### config.mk
export PLATFORM = sky130hd
export DESIGN_NAME = stage_4_flat
export DESIGN_NICKNAME = d
export VERILOG_FILES = /design/src/rtl/stage_4_if.sv /design/src/rtl/stage_4.sv /design/src/flat_wrapper.sv
export SDC_FILE = /design/constraint.sdc
export NUM_CORES = 1
export LEC_CHECK = 0
export ABC_AREA = 1
export CORE_MARGIN = 4
export CORE_UTILIZATION = 50
export DETAILED_ROUTE_END_ITERATION = 12
export PLACE_DENSITY = 0.87
export SLEW_MARGIN = 20
export SYNTH_ARGS = -nofsm -noshare
export SYNTH_HDL_FRONTEND = slang
export SYNTH_SLANG_ARGS = --single-unit
### constraint.sdc
create_clock -name clk -period 8.65 [get_ports clk]
set_clock_uncertainty 0.2 [all_clocks]
set_input_delay 1.2975 -clock clk [delete_from_list [all_inputs] [get_ports clk]]
set_output_delay 1.2975 -clock clk [all_outputs]
set_load 0.005 [all_outputs]
### src/rtl/stage_4_if.sv
// Data-memory request/acknowledge bus between the memory-access stage (master)
// and the data memory (slave).
interface stage_4_if;
  logic        mem_req;
  logic        mem_we;
  logic [31:0] mem_addr;
  logic [31:0] mem_wdata;
  logic [3:0]  mem_be;
  logic [31:0] mem_rdata;
  logic        mem_ack;

  modport master (
    output mem_req, mem_we, mem_addr, mem_wdata, mem_be,
    input  mem_rdata, mem_ack
  );

  modport slave (
    input  mem_req, mem_we, mem_addr, mem_wdata, mem_be,
    output mem_rdata, mem_ack
  );
endinterface

### src/rtl/stage_4.sv
// RV32I memory-access stage: registers non-memory results through and runs one
// data-memory transaction per LOAD/STORE, stalling upstream until ack or timeout.
module stage_4 #(
  parameter int unsigned TIMEOUT_CYCLES = 255
) (
  input  logic        clk,
  input  logic        reset,
  input  logic        i_valid,
  input  logic [31:0] i_alu_out,
  input  logic [31:0] i_rs_2,
  input  logic [4:0]  i_rd_num,
  input  logic [6:0]  i_opcode,
  input  logic [2:0]  i_func_3,
  input  logic        i_op_type,
  output logic        o_stall,
  stage_4_if.master   mem,
  output logic        o_valid,
  output logic [31:0] o_wb_data,
  output logic [4:0]  o_rd_num,
  output logic        o_wb_en,
  output logic        o_misaligned,
  output logic        o_bus_err
);
  localparam logic [6:0] OPC_LOAD  = 7'b0000011;
  localparam logic [6:0] OPC_STORE = 7'b0100011;
  localparam logic [6:0] OPC_OPIMM = 7'b0010011;
  localparam logic [6:0] OPC_OP    = 7'b0110011;
  localparam logic [6:0] OPC_JAL   = 7'b1101111;
  localparam logic [6:0] OPC_JALR  = 7'b1100111;
  localparam logic [6:0] OPC_LUI   = 7'b0110111;
  localparam logic [6:0] OPC_AUIPC = 7'b0010111;

  localparam int unsigned CNT_W = (TIMEOUT_CYCLES < 2) ? 1 : $clog2(TIMEOUT_CYCLES);
  localparam logic [CNT_W-1:0] CNT_LAST = CNT_W'(TIMEOUT_CYCLES - 1);

  typedef enum logic {IDLE, BUSY} state_t;

  state_t            state, state_nx;
  logic [31:0]       cap_addr, cap_data;
  logic [2:0]        cap_f3;
  logic [4:0]        cap_rd;
  logic              cap_store;
  logic [CNT_W-1:0]  tmo_cnt;
  logic              timeout;
  logic              is_load, is_store, width_ok, align_ok, access_ok, writes_rd;
  logic [31:0]       lane, load_data;

  assign is_load   = (i_opcode == OPC_LOAD);
  assign is_store  = (i_opcode == OPC_STORE);
  assign writes_rd = i_opcode inside {OPC_OPIMM, OPC_OP, OPC_JAL, OPC_JALR, OPC_LUI, OPC_AUIPC};

  // NOTE: every signal assigned in an always_comb gets a default first so no path can infer a latch.
  always_comb begin
    width_ok = 1'b0;
    align_ok = 1'b0;
    case (i_func_3)
      3'b000: begin width_ok = is_load | is_store; align_ok = 1'b1;                    end
      3'b001: begin width_ok = is_load | is_store; align_ok = ~i_alu_out[0];           end
      3'b010: begin width_ok = is_load | is_store; align_ok = (i_alu_out[1:0] == 2'b00); end
      3'b100: begin width_ok = is_load;            align_ok = 1'b1;                    end
      3'b101: begin width_ok = is_load;            align_ok = ~i_alu_out[0];           end
      default: ;
    endcase
  end
  assign access_ok = width_ok & align_ok;

  always_comb begin
    state_nx = state;
    timeout  = 1'b0;
    case (state)
      IDLE: if (i_valid && i_op_type && access_ok) state_nx = BUSY;
      BUSY: begin
        // Ack on the final allowed cycle completes normally instead of timing out.
        if (mem.mem_ack) begin
          state_nx = IDLE;
        end else if (TIMEOUT_CYCLES != 0 && tmo_cnt == CNT_LAST) begin
          state_nx = IDLE;
          timeout  = 1'b1;
        end
      end
      default: state_nx = IDLE;
    endcase
  end

  assign mem.mem_req = (state == BUSY);
  assign o_stall     = (state == BUSY);

  always_comb begin
    mem.mem_addr  = '0;
    mem.mem_we    = 1'b0;
    mem.mem_wdata = '0;
    mem.mem_be    = '0;
    if (state == BUSY) begin
      mem.mem_addr = {cap_addr[31:2], 2'b00};
      mem.mem_we   = cap_store;
      if (cap_store) begin
        case (cap_f3[1:0])
          2'b00:   begin mem.mem_be = 4'b0001 << cap_addr[1:0]; mem.mem_wdata = {4{cap_data[7:0]}};  end
          2'b01:   begin mem.mem_be = 4'b0011 << cap_addr[1:0]; mem.mem_wdata = {2{cap_data[15:0]}}; end
          default: begin mem.mem_be = 4'b1111;                  mem.mem_wdata = cap_data;            end
        endcase
      end
    end
  end

  // Bring the addressed lane down to bit 0, then extend by width and signedness.
  assign lane = mem.mem_rdata >> {cap_addr[1:0], 3'b000};
  always_comb begin
    load_data = lane;
    case (cap_f3)
      3'b000:  load_data = {{24{lane[7]}},  lane[7:0]};
      3'b001:  load_data = {{16{lane[15]}}, lane[15:0]};
      3'b100:  load_data = {24'd0, lane[7:0]};
      3'b101:  load_data = {16'd0, lane[15:0]};
      default: ;
    endcase
  end

  // NOTE: sequential state uses non-blocking assignments so all registers update from pre-edge values.
  always_ff @(posedge clk or posedge reset) begin
    if (reset) state <= IDLE;
    else       state <= state_nx;
  end

  always_ff @(posedge clk or posedge reset) begin
    if (reset) begin
      cap_addr     <= '0;
      cap_data     <= '0;
      cap_f3       <= '0;
      cap_rd       <= '0;
      cap_store    <= 1'b0;
      tmo_cnt      <= '0;
      o_valid      <= 1'b0;
      o_wb_data    <= '0;
      o_rd_num     <= '0;
      o_wb_en      <= 1'b0;
      o_misaligned <= 1'b0;
      o_bus_err    <= 1'b0;
    end else begin
      o_valid      <= 1'b0;
      o_wb_en      <= 1'b0;
      o_misaligned <= 1'b0;
      o_bus_err    <= 1'b0;
      if (state == IDLE) begin
        if (i_valid && !i_op_type) begin
          o_valid   <= 1'b1;
          o_wb_data <= i_alu_out;
          o_rd_num  <= i_rd_num;
          o_wb_en   <= writes_rd && (i_rd_num != 5'd0);
        end else if (i_valid && !access_ok) begin
          o_valid      <= 1'b1;
          o_misaligned <= 1'b1;
          o_wb_data    <= '0;
          o_rd_num     <= i_rd_num;
        end else if (i_valid) begin
          cap_addr  <= i_alu_out;
          cap_data  <= i_rs_2;
          cap_f3    <= i_func_3;
          cap_rd    <= i_rd_num;
          cap_store <= is_store;
          tmo_cnt   <= '0;
        end
      end else if (mem.mem_ack) begin
        o_valid   <= 1'b1;
        o_rd_num  <= cap_rd;
        o_wb_en   <= !cap_store && (cap_rd != 5'd0);
        o_wb_data <= cap_store ? 32'd0 : load_data;
      end else if (timeout) begin
        o_valid   <= 1'b1;
        o_bus_err <= 1'b1;
        o_wb_data <= '0;
        o_rd_num  <= cap_rd;
      end else begin
        tmo_cnt <= tmo_cnt + 1'b1;
      end
    end
  end
endmodule

### src/flat_wrapper.sv
// flat-port wrapper written by rule: the top's interface ports become plain ports
module stage_4_flat 
#(
  parameter int unsigned TIMEOUT_CYCLES = 255
)
  (clk, reset, i_valid, i_alu_out, i_rs_2, i_rd_num, i_opcode, i_func_3, i_op_type, o_stall, o_valid, o_wb_data, o_rd_num, o_wb_en, o_misaligned, o_bus_err, mem_mem_req, mem_mem_we, mem_mem_addr, mem_mem_wdata, mem_mem_be, mem_mem_rdata, mem_mem_ack);
  stage_4_if mem_i ();
  input  logic clk;
  input  logic reset;
  input  logic i_valid;
  input  logic [31:0] i_alu_out;
  input  logic [31:0] i_rs_2;
  input  logic [4:0] i_rd_num;
  input  logic [6:0] i_opcode;
  input  logic [2:0] i_func_3;
  input  logic i_op_type;
  output logic o_stall;
  output logic o_valid;
  output logic [31:0] o_wb_data;
  output logic [4:0] o_rd_num;
  output logic o_wb_en;
  output logic o_misaligned;
  output logic o_bus_err;
  output wire logic [$bits(mem_i.mem_req)-1:0] mem_mem_req;
  output wire logic [$bits(mem_i.mem_we)-1:0] mem_mem_we;
  output wire logic [$bits(mem_i.mem_addr)-1:0] mem_mem_addr;
  output wire logic [$bits(mem_i.mem_wdata)-1:0] mem_mem_wdata;
  output wire logic [$bits(mem_i.mem_be)-1:0] mem_mem_be;
  input wire logic [$bits(mem_i.mem_rdata)-1:0] mem_mem_rdata;
  input wire logic [$bits(mem_i.mem_ack)-1:0] mem_mem_ack;
  assign mem_mem_req = mem_i.mem_req;
  assign mem_mem_we = mem_i.mem_we;
  assign mem_mem_addr = mem_i.mem_addr;
  assign mem_mem_wdata = mem_i.mem_wdata;
  assign mem_mem_be = mem_i.mem_be;
  assign mem_i.mem_rdata = mem_mem_rdata;
  assign mem_i.mem_ack = mem_mem_ack;
  stage_4 #(.TIMEOUT_CYCLES(TIMEOUT_CYCLES)) u_core (.clk(clk), .reset(reset), .i_valid(i_valid), .i_alu_out(i_alu_out), .i_rs_2(i_rs_2), .i_rd_num(i_rd_num), .i_opcode(i_opcode), .i_func_3(i_func_3), .i_op_type(i_op_type), .o_stall(o_stall), .mem(mem_i), .o_valid(o_valid), .o_wb_data(o_wb_data), .o_rd_num(o_rd_num), .o_wb_en(o_wb_en), .o_misaligned(o_misaligned), .o_bus_err(o_bus_err));
endmodule
==> metrics.md, run 1 <==
| Metric | Value |
|---|---|
| Total chip power | `approximately 1.5 mW` |
| Seq/Total Area, Yosys | `0.4466` |
| Diode count | `0` |
| Total CTS buffers | `17` |
| Core Rows | `42` |
| Post-Place Cells | `~1.3k` |
| Number of cells on the worst reg-to-reg path | `7` |
| Clock slew at reported path FFs | `~60 ps` |
| Fin cells | `around 1.4k` |
| Post-cts hold buffer count | `0` |
| CP Data Required Time | `7150 ps` |
| Die span in x | `around 130 um` |
| DP Worst Slack | `4518 ps` |
| First-pass GRT wire length | `between 30,000 and 40,000 um` |
| Crit Path Category | `reg2out` |
| Period utilization | `0.5278` |
| Starting DRT DRC Count | `around 670` |
| Worst Setup Start Kind | `register` |
| Hold Fails Final Rpt | `0` |
| Status | `finished clean` |
| Share of post-route cells with drive strength above 1 | `0.05857` |
| Pin count of the biggest net entering global routing | `approximately 140` |
| Flip-flop and latch count after synthesis | `approximately 120` |
| CP Capture Type | `primary output` |
| P_leak | `a little under 5 nW` |
| Avg WL per Cell | `around 16 um` |
| Yosys cell types | `33` |
| Chip height | `roughly 130 um` |
| Post-synth ARST share | `1.000` |
| Drt pass-1 iters | `5` |
| Vias in the first global route | `between 6k and 7k` |
| # DRC | `0` |
| Most frequent cells in the layout | `nand2_1, clkdlybuf4s50_1, inv_1` |
| EDFF count, synth | `0` |
| Final Wtd Congestion | `0.9175` |
| NetSw | `approximately 0.37 mW` |
| WL final | `roughly 21,000 um` |
| Clock Tree Buf Depth | `2` |
| Number of setup buffers added after CTS | `0` |
| Pwr dens | `156.1 nW/um^2` |
| Worst hold margin | `between 200 and 300 ps` |
| IO buf count | `225` |
| Post-DR vias/cell | `roughly 5.1` |
| Clk pwr share | `0.464` |
| HPWL Detailed | `approximately 15,000 um` |
| Pint | `1.137 mW` |
| Final setup viols | `0` |
| GRT Overall Usage | `0.2654` |
| CTS resizes | `0` |
| Peak supply drop | `roughly 110 uV` |
| Slew @ Worst Pin | `about 900 ps` |
| Sw Ratio | `0.2478` |
| Slew HR | `0.3994` |
| Maximum clock frequency | `around 220 MHz` |
| Mapped Avg Cell Area | `about 7.1 um^2` |
| Max-Cap Viols | `0` |
| FILL cells | `1,042` |
| Seq pwr share | `0.411` |
| Most common cell after layout, fill and taps aside | `nand2_1` |
| Comb power frac | `0.125` |
| Hold depth | `2` |
| CTS Sinks | `123` |
| Synthesized instance count | `973` |
| CP Max Fanout | `44` |
| Initial Utilization | `0.5163` |
| Area grow syn2layout | `40.45%` |
| RSZ-0062 raised after global routing | `no` |
| Crit path arrival time | `3070 ps` |
| Final setup margin | `around 4100 ps` |
| Routed Antenna Nets | `0` |
| Final Critical Period | `approximately 4600 ps` |
| Core footprint | `13,350 um^2` |
| Nets | `1,283` |
| Ys flop type | `dfrtp_1` |
| Htree depth | `4` |
| Min-delay worst type | `reg2reg` |
| Area of the die | `15,730 um^2` |
| Final Max Tran Viols | `0` |
| I/O pin cnt | `about 230` |
| Initial antenna violation count | `0` |
| Synth Warn # | `0` |
| Skew-Pair Late Insertion Delay | `between 400 and 500 ps` |
| Detailed-route via count | `slightly below 7k` |
| Grt ovf | `0` |
| Sum of negative setup slack | `0 ps` |
| Synthesized area | `between 6000 and 7000 um^2` |
| Root Buffer | `clkbuf_16` |
| CTS tree | `done` |
-- power groups by stage --
| stage | combinational (mW) | sequential (mW) | clock, mW |
|---|---|---|---|
| final | 0.190 | 0.621 | 0.700 |
| after global routing | 0.210 | 0.624 | 0.732 |
| after CTS | 0.191 | 0.621 | 0.707 |
| after detailed placement | 0.189 | 0.630 | 0 |
| after global placement | 0.185 | 0.630 | 0 |
| after floorplan | 0.0873 | 0.625 | 0 |
-- flip-flops by register name, indices dropped and copies added, names as in the netlist --
| name | cells |
|---|---|
| u_core.cap_data | 32 |
| u_core.o_rd_num | 5 |
| u_core.o_misaligned | 1 |
| u_core.o_valid | 1 |
| u_core.o_bus_err | 1 |
| u_core.cap_f3 | 3 |
| u_core.cap_addr | 32 |
| u_core.o_wb_data | 32 |
| u_core.cap_rd | 5 |
| u_core.tmo_cnt | 8 |
| u_core.mem.mem_req | 1 |
| u_core.o_wb_en | 1 |
| u_core.cap_store | 1 |
-- per-stage QoR --
| stage | area (um^2) | util |
|---|---|---|
| 3_5_place_dp | 9095 | 0.6814 |
| 4_1_cts | 9676 | 0.7249 |
| 3_3_place_gp | 9095 | 0.6814 |
| 5_1_grt | 9679 | 0.7252 |
| 6_report | 9679 | 0.7252 |
| 2_1_floorplan | 6895 | - |
-- cells in the mapped netlist (2+ instances only) --
library cell | instances | area, um^2
nor2_4 | 2 | 22.52
xor2_1 | 5 | 43.79
buf_1 | 7 | 26.28
o22ai_1 | 8 | 50.05
clkbuf_1 | 20 | 75.07
nor3_1 | 6 | 30.03
nand3_1 | 36 | 180.2
a21oi_2 | 8 | 70.07
nand2_4 | 2 | 22.52
nor2_1 | 91 | 341.6
inv_2 | 4 | 15.01
buf_2 | 13 | 65.06
nand2_2 | 14 | 87.58
nand2_1 | 266 | 998.5
ha_1 | 2 | 25.02
buf_6 | 3 | 33.78
buf_4 | 13 | 97.59
o21ai_1 | 4 | 20.02
o21ai_0 | 114 | 570.6
o221ai_1 | 7 | 61.31
a21oi_1 | 51 | 255.2
nand3_4 | 2 | 35.03
inv_1 | 163 | 611.8
dfrtp_1 | 123 | 3078
-- worst max-delay path, cell delays in order, from the launching register on --
cell             delay, ps
dfrtp_1                320
buf_4                  380
nand2_1                420
inv_1                  510
o221ai_1               260
nor2_1                 190
clkdlybuf4s50_1        560
-- metal layers --
layer,wire (um),global-route usage,vias up,share of wire
met1,8574,0.3336,3157,0.41
met5,0,0,-,0
met3,1779,0.07420,37,0.085
met4,430,0.08929,0,0.020
met2,10250,0.4435,303,0.49
li1,-,-,3385,-
-- layout make-up --
| cell class | instances | area (um^2) | share of cell area |
|---|---|---|---|
| Clock buffer | 22 | 464.2 | 0.04796 |
| Sequential cell | 123 | 3078 | 0.3180 |
| Multi-Input combinational cell | 627 | 2885 | 0.2981 |
| Inverter | 167 | 629.4 | 0.06502 |
| Clock inverter | 10 | 116.4 | 0.01202 |
| Timing Repair Buffer | 229 | 2286 | 0.2362 |
| Tap cell | 176 | 220.2 | 0.02275 |
-- worst paths after layout --
path	from	slack, ps	to
max	u_core.mem.mem_req	4080	mem_mem_wdata[9]
min reg2reg	u_core.o_wb_data[0]	270	u_core.o_wb_data[0]
max in group asynchronous	reset	5830	u_core.cap_addr[5]
min	u_core.o_wb_data[0]	270	u_core.o_wb_data[0]
min in group asynchronous	reset	1120	u_core.cap_data[17]
max reg2reg	u_core.cap_addr[0]	5750	u_core.o_wb_data[20]
-- kinds of logic after synthesis --
group                      share of synthesized area
other                                      0.0005441
AOI/OAI and AO/OA                             0.1512
buffers and inverters                         0.1363
adders and majority gates                   0.003631
xor gates and xnor gates                    0.006354
and+or+nand+nor                               0.2553
DFF                                           0.4466
(Power assumes the default switching activity.)
==> run 2, diff against run 1 <==
Settings changed: CORE_UTILIZATION 50 to 47, PLACE_DENSITY 0.87 to 0.83.
Clock period 8.65 ns to 4.74 ns, I/O delays scaled along.
==> metrics.md, run 2 (same netlist as run 1, synthesis figures left out) <==
| Metric | Value |
|---|---|
| Status | `finished clean` |
| Root Buffer | `clkbuf_16` |
| P_leak | `roughly 5.0 nW` |
| Worst hold margin | `approximately 280 ps` |
| CP Capture Type | `primary output` |
| Routed Antenna Nets | `0` |
| Slew HR | `0.4027` |
| Core Rows | `43` |
| Detailed-route via count | `slightly below 7k` |
| Total CTS buffers | `17` |
| Final Critical Period | `3923 ps` |
| Area grow syn2layout | `41.56%` |
| Pwr dens | `294.4 nW/um^2` |
| Min-delay worst type | `reg2reg` |
| Vias in the first global route | `about 6.7k` |
| RSZ-0062 raised after global routing | `no` |
| Starting DRT DRC Count | `between 500 and 600` |
| Post-cts hold buffer count | `0` |
| WL final | `20,930 um` |
| Initial antenna violation count | `0` |
| GRT Overall Usage | `0.2593` |
| Period utilization | `0.8275` |
| Final Wtd Congestion | `~0.86` |
| IO buf count | `225` |
| Sum of negative setup slack | `0 ps` |
| Final core occ | `0.6921` |
| Worst Setup Start Kind | `register` |
| Clock Tree Buf Depth | `2` |
| First-pass GRT wire length | `34,330 um` |
| Drt pass-1 iters | `5` |
| Skew-Pair Late Insertion Delay | `about 420 ps` |
| Maximum clock frequency | `roughly 250 MHz` |
| Core footprint | `14,100 um^2` |
| CTS resizes | `0` |
| Final Max Tran Viols | `0` |
| Nets | `roughly 1.3k` |
| Crit Path Category | `reg2out` |
| Chip height | `around 130 um` |
| CP Data Required Time | `about 3800 ps` |
| Share of post-route cells with drive strength above 1 | `0.06027` |
| Diode count | `0` |
| Peak supply drop | `approximately 230 uV` |
| Avg WL per Cell | `15.41 um` |
| Largest regs | `u_core.cap_addr: 32 flops, u_core.cap_data: 32 flops, u_core.o_wb_data: 32 flops` |
| Final setup viols | `0` |
| Fin cells | `approximately 1.4k` |
| Die span in x | `roughly 130 um` |
| HPWL Detailed | `approximately 15,000 um` |
| CTS Sinks | `123` |
| Hold Fails Final Rpt | `0` |
| Grt ovf | `0` |
| I/O pin cnt | `approximately 230` |
| Initial Utilization | `0.4889` |
| Area of the die | `16,660 um^2` |
| Max-Cap Viols | `0` |
| Slew @ Worst Pin | `~900 ps` |
| Number of setup buffers added after CTS | `0` |
| Htree depth | `4` |
| Post-DR vias/cell | `5.015` |
| Post-Place Cells | `about 1.3k` |
| Clock slew at reported path FFs | `about 50 ps` |
| CP Max Fanout | `39` |
| CTS tree | `done` |
| Most frequent cells in the layout | `nand2_1, clkdlybuf4s50_1, inv_1` |
| Pin count of the biggest net entering global routing | `124` |
| # DRC | `0` |
| Crit path arrival time | `3010 ps` |
| Most common cell after layout, fill and taps aside | `nand2_1` |
[run 2: changes by cell type in the layout (fill, tap and decap cells not counted), moves of 2 or more]
cell	change
clkinv_2	+5
clkinvlp_4	-4
clkbuf_1	-2
clkbuf_8	-2
bufinv_16	+3
buf_12	+2
[run 2: layout make-up]
type | count | area (um^2)
Clock buffer | 18 | 429.2
Clock inverter | 14 | 201.4
Fill cell | 1159 | 4340
Inverter | 167 | 629.4
Multi-Input combinational cell | 627 | 2885
Sequential cell | 123 | 3078
Tap cell | 180 | 225.2
Timing Repair Buffer | 229 | 2307
[run 2: power breakdown]
part / internal (mW) / total [mW] / switching [mW]
sequential: 1.10 / 1.13 / 0.0353
combinational: 0.178 / 0.346 / 0.169
clock: 0.925 / 1.39 / 0.468
[run 2: routing by layer]
layer	share of wire	vias to the layer above	track usage
met5	0	-	0
met1	0.42	3108	0.3315
li1	-	3381	-
met3	0.093	30	0.07131
met2	0.47	291	0.4369
met4	0.015	0	0.06856
[run 2: path summary, 6_finish.rpt]
| check | startpoint | to | slack, ps | depth (start not counted) |
|---|---|---|---|---|
| min in group asynchronous | reset | u_core.cap_data[15] | 620 | 3 |
| max in group asynchronous | reset | u_core.cap_addr[20] | 3200 | 3 |
| setup / recovery | u_core.cap_f3[1] | mem_mem_be[2] | 820 | 8 |
| setup reg to reg | u_core.cap_addr[0] | u_core.o_wb_data[20] | 1850 | 7 |
| hold reg to reg | u_core.o_wb_data[29] | u_core.o_wb_data[29] | 280 | 2 |
| hold / removal | u_core.o_wb_data[29] | u_core.o_wb_data[29] | 280 | 2 |
[run 2: critical path, cell delays in order (launching register included)]
cell,delay (ps)
dfrtp_1,560
inv_2,580
nand2_1,430
o21ai_0,270
nand2_1,70
nand2_1,60
nand2_1,60
inv_1,70
clkdlybuf4s50_1,490
[run 2: through the flow]
step | cell area, um^2 | power [mW] | worst slack, ps
2_1_floorplan | 6895 | 1.300 | 558.1
3_3_place_gp | 9125 | 1.490 | 1296
3_5_place_dp | 9125 | 1.496 | 1262
4_1_cts | 9756 | 2.892 | 788.0
5_1_grt | 9756 | 2.988 | 555.1
6_report | 9756 | 2.872 | 817.5
